[src/rtl/io_input_conditioner.sv]
// Switch synchroniser plus per-button debounce FSM with press/release pulses.
// Optional sticky press flag when BTN_STICKY_EN is defined.
module io_input_conditioner #(
  parameter int SW_WIDTH        = 16,
  parameter int NUM_BTN         = 3,
  parameter int DEBOUNCE_CYCLES = 200000,
  parameter int CNT_W           = 18
) (
  input  logic                clk,
  input  logic                reset,
  input  logic [SW_WIDTH-1:0] sw_raw,
  input  logic [NUM_BTN-1:0]  btn_raw,
  input  logic [NUM_BTN-1:0]  flag_clr,
  output logic [SW_WIDTH-1:0] sw_out,
  output logic [NUM_BTN-1:0]  btn_level,
  output logic [NUM_BTN-1:0]  btn_press,
  output logic [NUM_BTN-1:0]  btn_release,
  output logic [NUM_BTN-1:0]  btn_flag
);

  typedef enum logic [1:0] {
    IDLE,
    WAIT_HI,
    HELD,
    WAIT_LO
  } state_e;

  localparam logic [CNT_W-1:0] CNT_MAX =
    CNT_W'(DEBOUNCE_CYCLES - 1);

  logic [SW_WIDTH-1:0] sw_s1_q;
  logic [SW_WIDTH-1:0] sw_s2_q;
  logic [NUM_BTN-1:0]  btn_s1_q;
  logic [NUM_BTN-1:0]  btn_s2_q;

  state_e           state_q [NUM_BTN];
  state_e           state_d [NUM_BTN];
  logic [CNT_W-1:0] cnt_q   [NUM_BTN];
  logic [CNT_W-1:0] cnt_d   [NUM_BTN];

  logic [NUM_BTN-1:0] level_q;
  logic [NUM_BTN-1:0] level_d;
  logic [NUM_BTN-1:0] press_q;
  logic [NUM_BTN-1:0] press_d;
  logic [NUM_BTN-1:0] rel_q;
  logic [NUM_BTN-1:0] rel_d;

  always_ff @(posedge clk or negedge reset) begin
    if (!reset) begin
      sw_s1_q  <= '0;
      sw_s2_q  <= '0;
      btn_s1_q <= '0;
      btn_s2_q <= '0;
    end else begin
      sw_s1_q  <= sw_raw;
      sw_s2_q  <= sw_s1_q;
      btn_s1_q <= btn_raw;
      btn_s2_q <= btn_s1_q;
    end
  end

  always_comb begin
    level_d = level_q;
    press_d = '0;
    rel_d   = '0;
    for (int i = 0; i < NUM_BTN; i++) begin
      state_d[i] = state_q[i];
      cnt_d[i]   = cnt_q[i];
      unique case (state_q[i])
        IDLE: begin
          if (btn_s2_q[i]) begin
            state_d[i] = WAIT_HI;
            cnt_d[i]   = '0;
          end
        end
        WAIT_HI: begin
          if (!btn_s2_q[i]) begin
            state_d[i] = IDLE;
            cnt_d[i]   = '0;
          end else if (cnt_q[i] == CNT_MAX) begin
            state_d[i] = HELD;
            cnt_d[i]   = '0;
            level_d[i] = 1'b1;
            press_d[i] = 1'b1;
          end else begin
            cnt_d[i] = cnt_q[i] + CNT_W'(1);
          end
        end
        HELD: begin
          if (!btn_s2_q[i]) begin
            state_d[i] = WAIT_LO;
            cnt_d[i]   = '0;
          end
        end
        WAIT_LO: begin
          if (btn_s2_q[i]) begin
            state_d[i] = HELD;
            cnt_d[i]   = '0;
          end else if (cnt_q[i] == CNT_MAX) begin
            state_d[i] = IDLE;
            cnt_d[i]   = '0;
            level_d[i] = 1'b0;
            rel_d[i]   = 1'b1;
          end else begin
            cnt_d[i] = cnt_q[i] + CNT_W'(1);
          end
        end
        default: begin
          state_d[i] = IDLE;
          cnt_d[i]   = '0;
        end
      endcase
    end
  end

  always_ff @(posedge clk or negedge reset) begin
    if (!reset) begin
      for (int i = 0; i < NUM_BTN; i++) begin
        state_q[i] <= IDLE;
        cnt_q[i]   <= '0;
      end
      level_q <= '0;
      press_q <= '0;
      rel_q   <= '0;
    end else begin
      for (int i = 0; i < NUM_BTN; i++) begin
        state_q[i] <= state_d[i];
        cnt_q[i]   <= cnt_d[i];
      end
      level_q <= level_d;
      press_q <= press_d;
      rel_q   <= rel_d;
    end
  end

  assign sw_out      = sw_s2_q;
  assign btn_level   = level_q;
  assign btn_press   = press_q;
  assign btn_release = rel_q;

`ifdef BTN_STICKY_EN
  logic [NUM_BTN-1:0] flag_q;
  logic [NUM_BTN-1:0] flag_d;

  // A press landing in the same cycle as a clear must survive.
  always_comb begin
    flag_d = (flag_q & ~flag_clr) | press_d;
  end

  always_ff @(posedge clk or negedge reset) begin
    if (!reset) begin
      flag_q <= '0;
    end else begin
      flag_q <= flag_d;
    end
  end

  assign btn_flag = flag_q;
`else
  logic unused_flag_clr;
  assign unused_flag_clr = ^flag_clr;
  assign btn_flag        = '0;
`endif

endmodule

[config.mk]
export PLATFORM = sky130hd
export DESIGN_NAME = io_input_conditioner
export DESIGN_NICKNAME = d
export VERILOG_FILES = /design/src/rtl/io_input_conditioner.sv
export SDC_FILE = /design/constraint.sdc
export NUM_CORES = 1
export LEC_CHECK = 0
export CAP_MARGIN = 20
export CORE_UTILIZATION = 35
export CTS_BUF_LIST = sky130_fd_sc_hd__clkbuf_2
export DETAILED_ROUTE_END_ITERATION = 7
export GPL_ROUTABILITY_DRIVEN = 0
export GPL_TIMING_DRIVEN = 0
export MAX_ROUTING_LAYER = met4
export PLACE_DENSITY = 0.61
export SYNTH_ARGS = -nofsm -noshare
export SYNTH_HDL_FRONTEND = slang
export SYNTH_SLANG_ARGS = --single-unit
[constraint.sdc]
create_clock -name clk -period 2.7 [get_ports clk]
set_input_delay 0.54 -clock clk [delete_from_list [all_inputs] [get_ports clk]]
set_output_delay 0.54 -clock clk [all_outputs]
set_load 0.02 [all_outputs]
==> results.cfg, run 1 <==
[timing]
tns_ns = 0
fin_crit_sh_pct = 86.4
slew_headroom_pct = 56.1
rsz0062_at_grt = no
max_freq_ghz = 0.429
min_period_ns = 2.33
final-hold-violation-count = 0
slew_violations = 0
worst_slew_pin_slew_ns = 0.658
setup_viol = 0
finClkSkew_ns = 0.0252

[pwr]
p_per_area_nw_per_um2 = 549
p_clk_share_pct = 27.6
switchingPower_uw = 956
vdd_drop_max_v = 0.000415
p_int_mw = 2.10
power_frac_seq_pct = 56.1
total_power_mw = 3.06
swShare_pct = 31.3
leakagePower_nw = 2.34
combinationalPowerShare_pct = 16.2

[finish]
final_layout_size_suffix_gt1_share_pct = 8.22
area.growth.synth_to_final_pct = 18.3
nets = 533
seq_area_sq_um = 2680
fin_util_pct = 42.2
final_cell_mix = dfrtp_1 (107), clkdlybuf4s50_1 (44), nand2_1 (42)
fillCellCount = 1280
final_common_cell = dfrtp_1
antenna_cells = 0
multi_input_area_sq_um = 1870

[synthesis]
synth-main-ff-cell = dfrtp_1
netlist_area_sq_um = 4710
postSynthAreaPerCell_sq_um = 10.6
async_flop_share_pct = 100
synthCells = 446
ys_warn_count = 0
synth.ff_latch_count = 107
synth-edff-count = 0
synth_seq_area_share_pct = 56.9
yosysUniqueCellTypes = 53

[drt]
drc = 0
routed_wl_mm = 9.24
via_per_inst = 5.14
ant_nets = 0
first_iter_violations = 241
vias = 3529
drtPass1Iterations = 6
wire_per_inst_um = 13.4

[grt]
grt_pass1_wl_mm = 16.6
antenna_found_initial = 0
overflow = 0
grt_pass1_vias = 3505
grt_max_degree = 57
grt_usage_pct = 15.3

[worst_setup_path]
startpoint = btn_level[2]$_DFFE_PN0P_
cp.required_ns = 2.16
path_class = register to output pin
path_buf_inv = 1
slowest_stage = clkdlybuf4s50_1
r2r_cells = 7
reg2reg_from = cnt_q[26]$_DFFE_PN0P_
cp-start-kind = register
critical-path-top-delay-family = buffers and inverters
cp-end-kind = output pin
cp_num_cells = 1
cp_max_fo = 3
cp_cell_sequence = clkdlybuf4s50_1
cpPeakStageDelay_ns = 0.65
arrival_ns = 1.79

[worst_hold_path]
hp-class = input pin to register
holdPathStages = 1
worstHoldStart = btn_raw[0]

[floorplanning]
row_count = 42
die-width_um = 118
dieHeight_um = 118
core_area_sq_um = 13200
io-pin-count = 52
die_area_sq_um = 13900
start_util_pct = 35.7

[placed_design]
dpl.hpwl_mm = 6.41
port_buffers = 45

[run]
cap_violations = 0

[cts]
cts_buffers = 9
clkTransAtPathRegs_ns = 0.31
cts_htree_levels = 3
cts_resized = 0
cts_max_path_buffers = 2
cts.sinks = 107
root_buffer = clkbuf_2
worst_skew_pair.late_latency_ns = 0.62
cts_tree = done

[run_status]
status = completed
[final cells by class]
type                    instances  area share [%]
well taps                     176            3.95
clock buffers                   9           0.809
repair buffers                 47            8.72
clock inverters                 7            1.84
plain buffers                  20            2.02
multi-input cells             307            33.6
inverters                      14           0.944
flip-flops and latches        107            48.1
[power by group through the flow]
| stage | logic [mW] | clock network (mW) | registers [mW] |
|---|---|---|---|
| after floorplan | 0.297 | 0 | 1.75 |
| after global placement | 0.484 | 0 | 1.74 |
| after detailed placement | 0.497 | 0 | 1.74 |
| after CTS | 0.499 | 0.894 | 1.72 |
| after global routing | 0.571 | 0.958 | 1.73 |
| final | 0.496 | 0.845 | 1.72 |
[kinds of logic (layout without fill, tap and decap cells)]
family / count (synthesis) / count (layout) / share of synthesized area [%]
muxes: 14 / 14 / 3.08
AOI/OAI and AO/OA: 91 / 91 / 12.2
other: 1 / 3 / 0.0796
buffers and inverters: 34 / 97 / 3.51
DFF: 107 / 107 / 56.9
adders and majority gates: 3 / 3 / 0.797
and+or+nand+nor: 185 / 185 / 21.4
xor gates and xnor gates: 11 / 11 / 2.05
[cells in the mapped netlist, types with 5 or more instances]
cell type / instances / share of area (%)
nand4_1: 14 / 1.9
clkbuf_1: 8 / 0.64
o21ai_0: 28 / 3.0
nor3_1: 9 / 0.96
inv_1: 14 / 1.1
a22o_1: 5 / 0.93
nand3_1: 37 / 3.9
nor2_1: 25 / 2.0
nor3b_1: 6 / 0.96
mux2i_1: 10 / 2.1
a21o_1: 5 / 0.80
nor4_1: 6 / 0.80
a21oi_1: 33 / 3.5
and3_1: 11 / 1.5
nand2_1: 42 / 3.3
xor2_1: 7 / 1.3
dfrtp_1: 107 / 57
or3_1: 11 / 1.5
[path summary, 6_finish.rpt]
path	slack, ns	to
setup reg to reg	0.56	cnt_q[30]$_DFFE_PN0P_
min in group asynchronous	0.43	sw_s1_q[7]$_DFF_PN0_
max in group asynchronous	1.55	sw_out[6]$_DFF_PN0_
hold reg to reg	0.39	sw_out[7]$_DFF_PN0_
setup / recovery	0.37	btn_level[2]
hold / removal	0.30	btn_s1_q[0]$_DFF_PN0_
[layer usage]
layer  vias up  part of all wire, %  GRT usage, %
met2        76                   47          23.3
met1      1713                   47          19.6
met3        14                  4.4          3.97
met4         0                  1.9          5.69
met5         -                    0             -
li1       1726                    -             -
[state kept, by name (all words and copies together) (netlist names), named ones only]
register / flops
sw_s1_q: 16
state_q: 3
cnt_q: 54
btn_press: 3
btn_level: 3
btn_s2_q: 3
btn_s1_q: 3
btn_release: 3
sw_out: 16
[through the flow]
stage / setup WS, ns / area, sq um / hold WS (ns) / instances
finish: 0.367 / 5570 / 0.299 / 687
global route: 0.257 / 5570 / 0.192 / 687
CTS: 0.293 / 5570 / 0.210 / 687
detailed placement: 0.598 / 5410 / 0.335 / 670
global placement: -2.96 / 5390 / 0.331 / 669
floorplan: 0.802 / 4720 / 0.244 / 448
[repair_timing]
action                     in CTS  in global routing
setup endpoints to repair       0                  0
hold buffers                    1                  0
buffers inserted                0                  0
hold endpoints to repair       51                  0
Power figures use the tool's default switching activity.
==> run 2, diff against run 1 <==
- REMOVE_ABC_BUFFERS: default -> 1
==> results.cfg, run 2 (same netlist as run 1, synthesis figures left out) <==
[floorplanning]
io-pin-count = 52
dieHeight_um = 118
start_util_pct = 35.7
die-width_um = 118
row_count = 42
core_area_sq_um = 13200
die_area_sq_um = 13900

[grt]
busiest_layer = met2
grt_pass1_vias = 3189
grt_pass1_wl_mm = 15.5
met1_usage_pct = 18.5
grt_use_met2_pct = 21.7
overflow = 0
use_met3_pct = 4.17
grt_usage_pct = 14.4
antenna_found_initial = 0
grt_max_degree = 74

[worst_setup_path]
path_class = register to output pin
path_buf_inv = 1
critical-path-top-delay-family = buffers and inverters
cp-end-kind = output pin
arrival_ns = 1.68
slowest_stage = clkdlybuf4s50_1
cpPeakStageDelay_ns = 0.62
cp-start-kind = register
cp.required_ns = 2.16
cp_cell_sequence = clkdlybuf4s50_1
cp_max_fo = 3

[timing]
setup_viol = 0
fin_crit_sh_pct = 82.2
max_freq_ghz = 0.451
tns_ns = 0
worst_slew_pin_slew_ns = 0.976
min_period_ns = 2.22
final-hold-violation-count = 0
final.setup.worst_slack_ns = 0.481
hold_ws_ns = 0.312
slew_headroom_pct = 34.7
finClkSkew_ns = 0.0247
slew_violations = 0
rsz0062_at_grt = no

[pwr]
swShare_pct = 29.8
p_int_mw = 2.16
total_power_mw = 3.08
vdd_drop_max_v = 0.000354
p_per_area_nw_per_um2 = 561
leakagePower_nw = 2.29
switchingPower_uw = 917
p_clk_share_pct = 29.3
combinationalPowerShare_pct = 14.3
power_frac_seq_pct = 56.4

[drt]
first_iter_violations = 195
drc = 0
vias = 3422
ant_nets = 0
drtPass1Iterations = 4
via_per_inst = 5.12
routed_wl_mm = 9.06
wire_per_inst_um = 13.5

[cts]
postCtsSetupBuffers = 0
cts_buffers = 9
cts_tree = done
cts_max_path_buffers = 2
root_buffer = clkbuf_2
clkTransAtPathRegs_ns = 0.31
cts_htree_levels = 3
worst_skew_pair.late_latency_ns = 0.62
cts.sinks = 107

[run]
cap_violations = 0

[finish]
nets = 515
regMostFlops = cnt_q
final_layout_size_suffix_gt1_share_pct = 6.49
area.growth.synth_to_final_pct = 16.5
antenna_cells = 0
fin_cells = 669
final_common_cell = dfrtp_1
largest_register_ffs = 54
final_cell_mix = dfrtp_1 (107), clkdlybuf4s50_1 (44), nand2_1 (42)
fillCellCount = 1265

[placed_design]
port_buffers = 45
dpl.hpwl_mm = 6.20
preCtsSetupSlack_ns = 0.351
dp.cells = 651

[run_status]
status = completed

[worst_hold_path]
hp-class = input pin to register
## run 2: path summary, 6_finish.rpt
check / cells after the start / slack (ns) / startpoint / to
max reg2reg: 5 / 0.53 / register / cnt_q[27]$_DFFE_PN0P_
max: 1 / 0.48 / btn_level[1]$_DFFE_PN0P_ / btn_level[1]
min reg2reg: 0 / 0.37 / sw_s1_q[7]$_DFF_PN0_ / sw_out[7]$_DFF_PN0_
max in group asynchronous: 3 / 1.65 / reset / cnt_q[24]$_DFFE_PN0P_
min in group asynchronous: 2 / 0.35 / reset / sw_out[7]$_DFF_PN0_
min: 1 / 0.31 / sw_raw[1] / sw_s1_q[1]$_DFF_PN0_
## run 2: power by group through the flow
stage / Clock, mW / Sequential (mW) / Combinational (mW)
after floorplan: 0 / 1.76 / 0.255
after global placement: 0 / 1.76 / 0.427
after detailed placement: 0 / 1.76 / 0.444
after CTS: 0.947 / 1.74 / 0.446
after global routing: 1.01 / 1.75 / 0.496
final: 0.901 / 1.74 / 0.440
## run 2: metal layers
metal  vias to the layer above  wire length [um]
li1                       1692                 -
met1                      1667              4350
met2                        52              4200
met3                        11               358
met4                         0               146
met5                         -                 0
## run 2: cell type report
class | count | area (sq um) | share of cell area (%)
repair buffers | 49 | 508 | 9.26
multi-input cells | 307 | 1870 | 34.2
flip-flops and latches | 107 | 2680 | 48.8
well taps | 176 | 220 | 4.02
inverters | 14 | 52.6 | 0.958
clock buffers | 9 | 45.0 | 0.821
clock inverters | 7 | 108 | 1.96
## run 2: metrics by stage
step,utilization [%],cell area (sq um)
floorplan,-,4600
global placement,40.0,5270
detailed placement,40.2,5310
CTS,41.5,5470
global route,41.6,5480
finish,41.6,5480
## run 2: timing repair
item / CTS / global route
hold buffers: 1 / 0
hold endpoints to repair: 34 / 0
gates resized for setup: 0 / 0
==> patch 1 (flow settings as in run 2) <==
Set the parameter `NUM_BTN` to 6 (it was 3).
--- a/src/rtl/io_input_conditioner.sv
+++ b/src/rtl/io_input_conditioner.sv
@@ -2,7 +2,7 @@
 // Optional sticky press flag when BTN_STICKY_EN is defined.
 module io_input_conditioner #(
   parameter int SW_WIDTH        = 16,
-  parameter int NUM_BTN         = 3,
+  parameter int NUM_BTN         = 6,
   parameter int DEBOUNCE_CYCLES = 200000,
   parameter int CNT_W           = 18
 ) (
Interface: changed (6 resized); port bits go from 52 to 70. No check against the original RTL was run, so the function may have changed too.
==> patch 1 against run 2 <==
Clock skew rose by 0.015 ns. Design area grew 73%. Worst setup slack lost 0.15 ns. Sequential cell count up 75. Routed wire length is 76% higher. Area after synthesis is 77% higher. Power grew 48%. Register-to-register slack worse by 0.07 ns. Worst hold slack got worse by 0.15 ns. Critical endpoint unchanged.
==> patch 1: results (changes against run 2) <==
[clock_tree]
clkTransAtPathRegs_ns=0.27  ; -0.04 ns
cts_made_buffers=17  ; +8
clk_latency_ns=0.76  ; +0.14 ns
htreeDepth=4  ; +1
cts_setup_buffers=0  ; unchanged

[logic_synthesis]
synth.distinct_cells=64  ; +21%
synth_commonest_cells=dfrtp_1, nor2_1, nand2_1
synth_xor_area_frac=0.0569  ; +0.0364
ys_seq_area_frac=0.548  ; -0.0207
synthCells=799  ; +79%
synth_compound_area_frac=0.0959  ; -0.0264
synthAdderAreaFrac=0.00903  ; +0.00106
synth_area_leaders=dfrtp_1, nor2_1, xor2_1

[power]
p_leak_nw=3.99  ; +74%
powerSeq_mw=2.82  ; +62%
ir_drop_mv=0.211  ; -40%
p_switching_mw=1.23  ; +34%
pwr-share-clk=0.320  ; +0.027

[place]
hpwl_mm=10.7  ; +73%
dpl_cell_area_um2=9230  ; +74%
place_inst=1162  ; +78%
io_buffer_count=57  ; +27%
post-place-ws_ns=0.458  ; +0.107 ns

[drt]
via_count=5939  ; +74%
drt-initial-drc-count=313  ; +61%
drt-wirelength-per-cell_um=13.3  ; -1.7%

[final_layout]
drive_gt1_frac=0.0766  ; +0.0117
largest_reg_flops=108  ; +100%
nets=899  ; +75%

[global_routing]
grt_pass1_wl_mm=27.8  ; +79%
antenna_found_initial=1  ; +1
grt_pass1_vias=5756  ; +80%
grt_usage=0.145  ; +0.00120
grt_max_degree=103  ; +39%

[setup_path]
worstRegToRegCells=4  ; -1
arrival_ns=1.83  ; +0.15 ns
r2r_end=cnt_q[46]
crit_start=btn_level[1]

[min_path]
worst_hold_path.endpoint=sw_s1_q[3]

[timing]
whs_ns=0.163  ; -0.149 ns
worst_slack_ns=0.334  ; -0.147 ns
max_slew_margin=0.301  ; -0.0456

[outcome]
outcome=completed

patch 1: cell types whose count changed after synthesis, moves of 13 or more:
| cell | change |
|---|---|
| nand2_1 | +32 |
| nand4_1 | +15 |
| nor2_1 | +58 |
| inv_1 | +13 |
| dfrtp_1 | +75 |
| xnor2_1 | +16 |
| xor2_1 | +27 |
patch 1: metal layers:
| metal | global-route usage | part of all wire | vias to the layer above | wire length, um |
|---|---|---|---|---|
| met5 | - | 0 | - | 0 |
| met4 | 0.0448 | 0.012 | 0 | 187 |
| met3 | 0.0281 | 0.024 | 16 | 383 |
| met2 | 0.220 | 0.46 | 64 | 7390 |
| met1 | 0.196 | 0.50 | 2892 | 7940 |
| li1 | - | - | 2967 | - |
patch 1: layout make-up:
cell class                      instances  area (um^2)
Clock buffer                           17         85.1
Multi-Input combinational cell        575         3560
Tap cell                              319          399
Antenna cell                            1         2.50
Inverter                               27          101
Fill cell                            2299        13900
Sequential cell                       182         4550
Timing Repair Buffer                   60          624
Clock inverter                         14          164
==> patch 2 (settings of run 2) <==
Made on the original files. Add an input register stage for `btn_raw`; this delays it by one clock. The other inputs are not delayed to match.
--- a/src/rtl/io_input_conditioner.sv
+++ b/src/rtl/io_input_conditioner.sv
@@ -28,6 +28,12 @@
   localparam logic [CNT_W-1:0] CNT_MAX =
     CNT_W'(DEBOUNCE_CYCLES - 1);
 
+  logic [NUM_BTN-1:0] btn_raw_q;
+
+  always_ff @(posedge clk) begin
+    btn_raw_q <= btn_raw;
+  end
+
   logic [SW_WIDTH-1:0] sw_s1_q;
   logic [SW_WIDTH-1:0] sw_s2_q;
   logic [NUM_BTN-1:0]  btn_s1_q;
@@ -54,7 +60,7 @@
     end else begin
       sw_s1_q  <= sw_raw;
       sw_s2_q  <= sw_s1_q;
-      btn_s1_q <= btn_raw;
+      btn_s1_q <= btn_raw_q;
       btn_s2_q <= btn_s1_q;
     end
   end
Behaviour: same outputs for any inputs over 10 cycles, from zero or initial values and one cycle with reset low; that may be too few to reach the edited logic, so the function may still have changed.
==> patch 2 against run 2 <==
Combinational power grew 67%. Non-clock buffer count down 1. Largest power group unchanged. Design area rose by 1.9%. Worst setup slack got worse by 0.13 ns. Routed wire length is 2.6% higher. Sequential cell count increased by 3. Critical endpoint is now cnt_q[46]. Area after synthesis rose by 2.8%. Critical path type is now reg -> reg. Power is 8.1% higher. Fmax fell by 5.4%.
==> patch 2: results (changes against run 2) <==
[logic_synthesis]
synth.distinct_cells=60  ; +13%
synthAdderAreaFrac=0.00776  ; -0.000216
muxShareOfSynthArea=0.0171  ; -0.0138
synth_area_leaders=dfrtp_1, nand3_1, nand2_1
synth_enable_flop_cells=0  ; unchanged
synth-seq-cells=110  ; +2.8%
synth_commonest_cells=dfrtp_1, nand2_1, nand3_1
syn_area_per_cell_um2=10.6  ; +0.32%
ys_seq_area_frac=0.566  ; -0.00303
yosys_warnings=0  ; unchanged
synth_compound_area_frac=0.124  ; +0.00159
synth_xor_area_frac=0.00543  ; -0.0150
async_flop_share=0.973  ; -0.0273

[final_layout]
clock_area_frac=0.0222  ; -0.00567
fillers=1314  ; +3.9%
nets=530  ; +2.9%
signal_buffer_area_fraction=0.0889  ; -0.00374
buffers_excl_clock=48  ; -2.0%
multi_input_cells=315  ; +2.6%
seq_share=0.490  ; +0.00167
fin_cells=684  ; +2.2%
drive_gt1_frac=0.0886  ; +0.0237
fin_area_um2=5590  ; +1.9%
multiInputGateArea_um2=1940  ; +3.5%
n_all_inverters=19  ; +5

[place]
post-place-ws_ns=0.414  ; +0.0630 ns
place_inst=667  ; +2.5%
hpwl_mm=6.26  ; +0.83%
dpl_cell_area_um2=5450  ; +2.8%

[global_routing]
grt_pass1_wl_mm=16.5  ; +6.2%
grt_max_degree=71  ; -4.1%
antenna_found_initial=0  ; unchanged
grt_usage=0.146  ; +0.00277
grt_pass1_vias=3481  ; +9.2%

[clock_tree]
cts_setup_buffers=0  ; unchanged
clockBufferDepth=2  ; unchanged
clk_latency_ns=0.59  ; -0.03 ns
cts_resized=0  ; unchanged
root_buffer=clkbuf_2

[power]
ir_drop_mv=0.368  ; +3.7%
p_leak_nw=2.30  ; +0.30%

[timing]
max_slew_margin=0.313  ; -0.0339
drv_slew=0  ; unchanged
fin_crit_ns=2.34  ; +0.126 ns
skew_ns=0.0214  ; -0.00325 ns

[drt]
vias_per_cell=5.19  ; +1.4%
drt-wirelength-per-cell_um=13.6  ; +0.39%
antenna_left=0  ; unchanged
drt-initial-drc-count=182  ; -6.7%

[outcome]
outcome=completed

[setup_path]
cp-endpoint=cnt_q[46]
crit_start=cnt_q[36]
worstPathMaxFanout=21  ; +18
worstRegToRegCells=6  ; +1
r2r_slack_ns=0.36  ; -0.17 ns
arrival_ns=2.89  ; +1.21 ns

==> patch 2: cell count changes after synthesis, moves of 5 or more <==
cell      before  now
nand2_1       42   54
a21oi_1       33   24
nor2_1        25   16
o21ai_0       28   20
or3_1         11   19
o21ai_1        0    7
and3_1        11    5
clkbuf_1       8    3
inv_1         14   19
==> patch 2: how the worst min path moves through the flow <==
stage	startpoint	to	slack (ns)	depth (start not counted)
6_report	sw_raw[14]	sw_s1_q[14]	0.32	1
5_1_grt	sw_raw[3]	sw_s1_q[3]	0.23	1
4_1_cts	sw_raw[3]	sw_s1_q[3]	0.26	1
3_5_place_dp	btn_raw_q[2]	btn_s1_q[2]	0.32	0
3_3_place_gp	btn_raw_q[1]	btn_s1_q[1]	0.32	0
2_1_floorplan	reset	asynchronous set/reset pin	0.24	0
==> patch 2: cells by family after synthesis <==
| family | after synthesis |
|---|---|
| DFF | 110 |
| muxes | 8 |
| buffers and inverters | 34 |
| xor gates and xnor gates | 3 |
| other | 1 |
| AOI/OAI and AO/OA | 93 |
| and+or+nand+nor | 205 |
| adders and majority gates | 3 |
==> patch 2: routing by layer <==
metal,GRT usage,vias to the layer above,wire length [um]
li1,-,1744,-
met1,0.191,1729,4610
met2,0.225,66,4260
met3,0.0380,8,305
met4,0.0422,0,123
met5,-,-,0
==> patch 2: worst max-delay path, cell delays in order (launching register included) <==
cell and delay, ns:
dfrtp_1 0.50, ha_1 0.24, and2_4 0.18, and4_1 0.27, a31oi_2 0.77, a21oi_1 0.15
mux2i_1 0.20
==> patch 2: report_power, final <==
| part | internal [mW] | leakage (nW) | switching [mW] |
|---|---|---|---|
| Clock | 0.158 | 0.0745 | 0.587 |
| Sequential | 1.75 | 1.42 | 0.101 |
| Combinational | 0.254 | 0.805 | 0.479 |
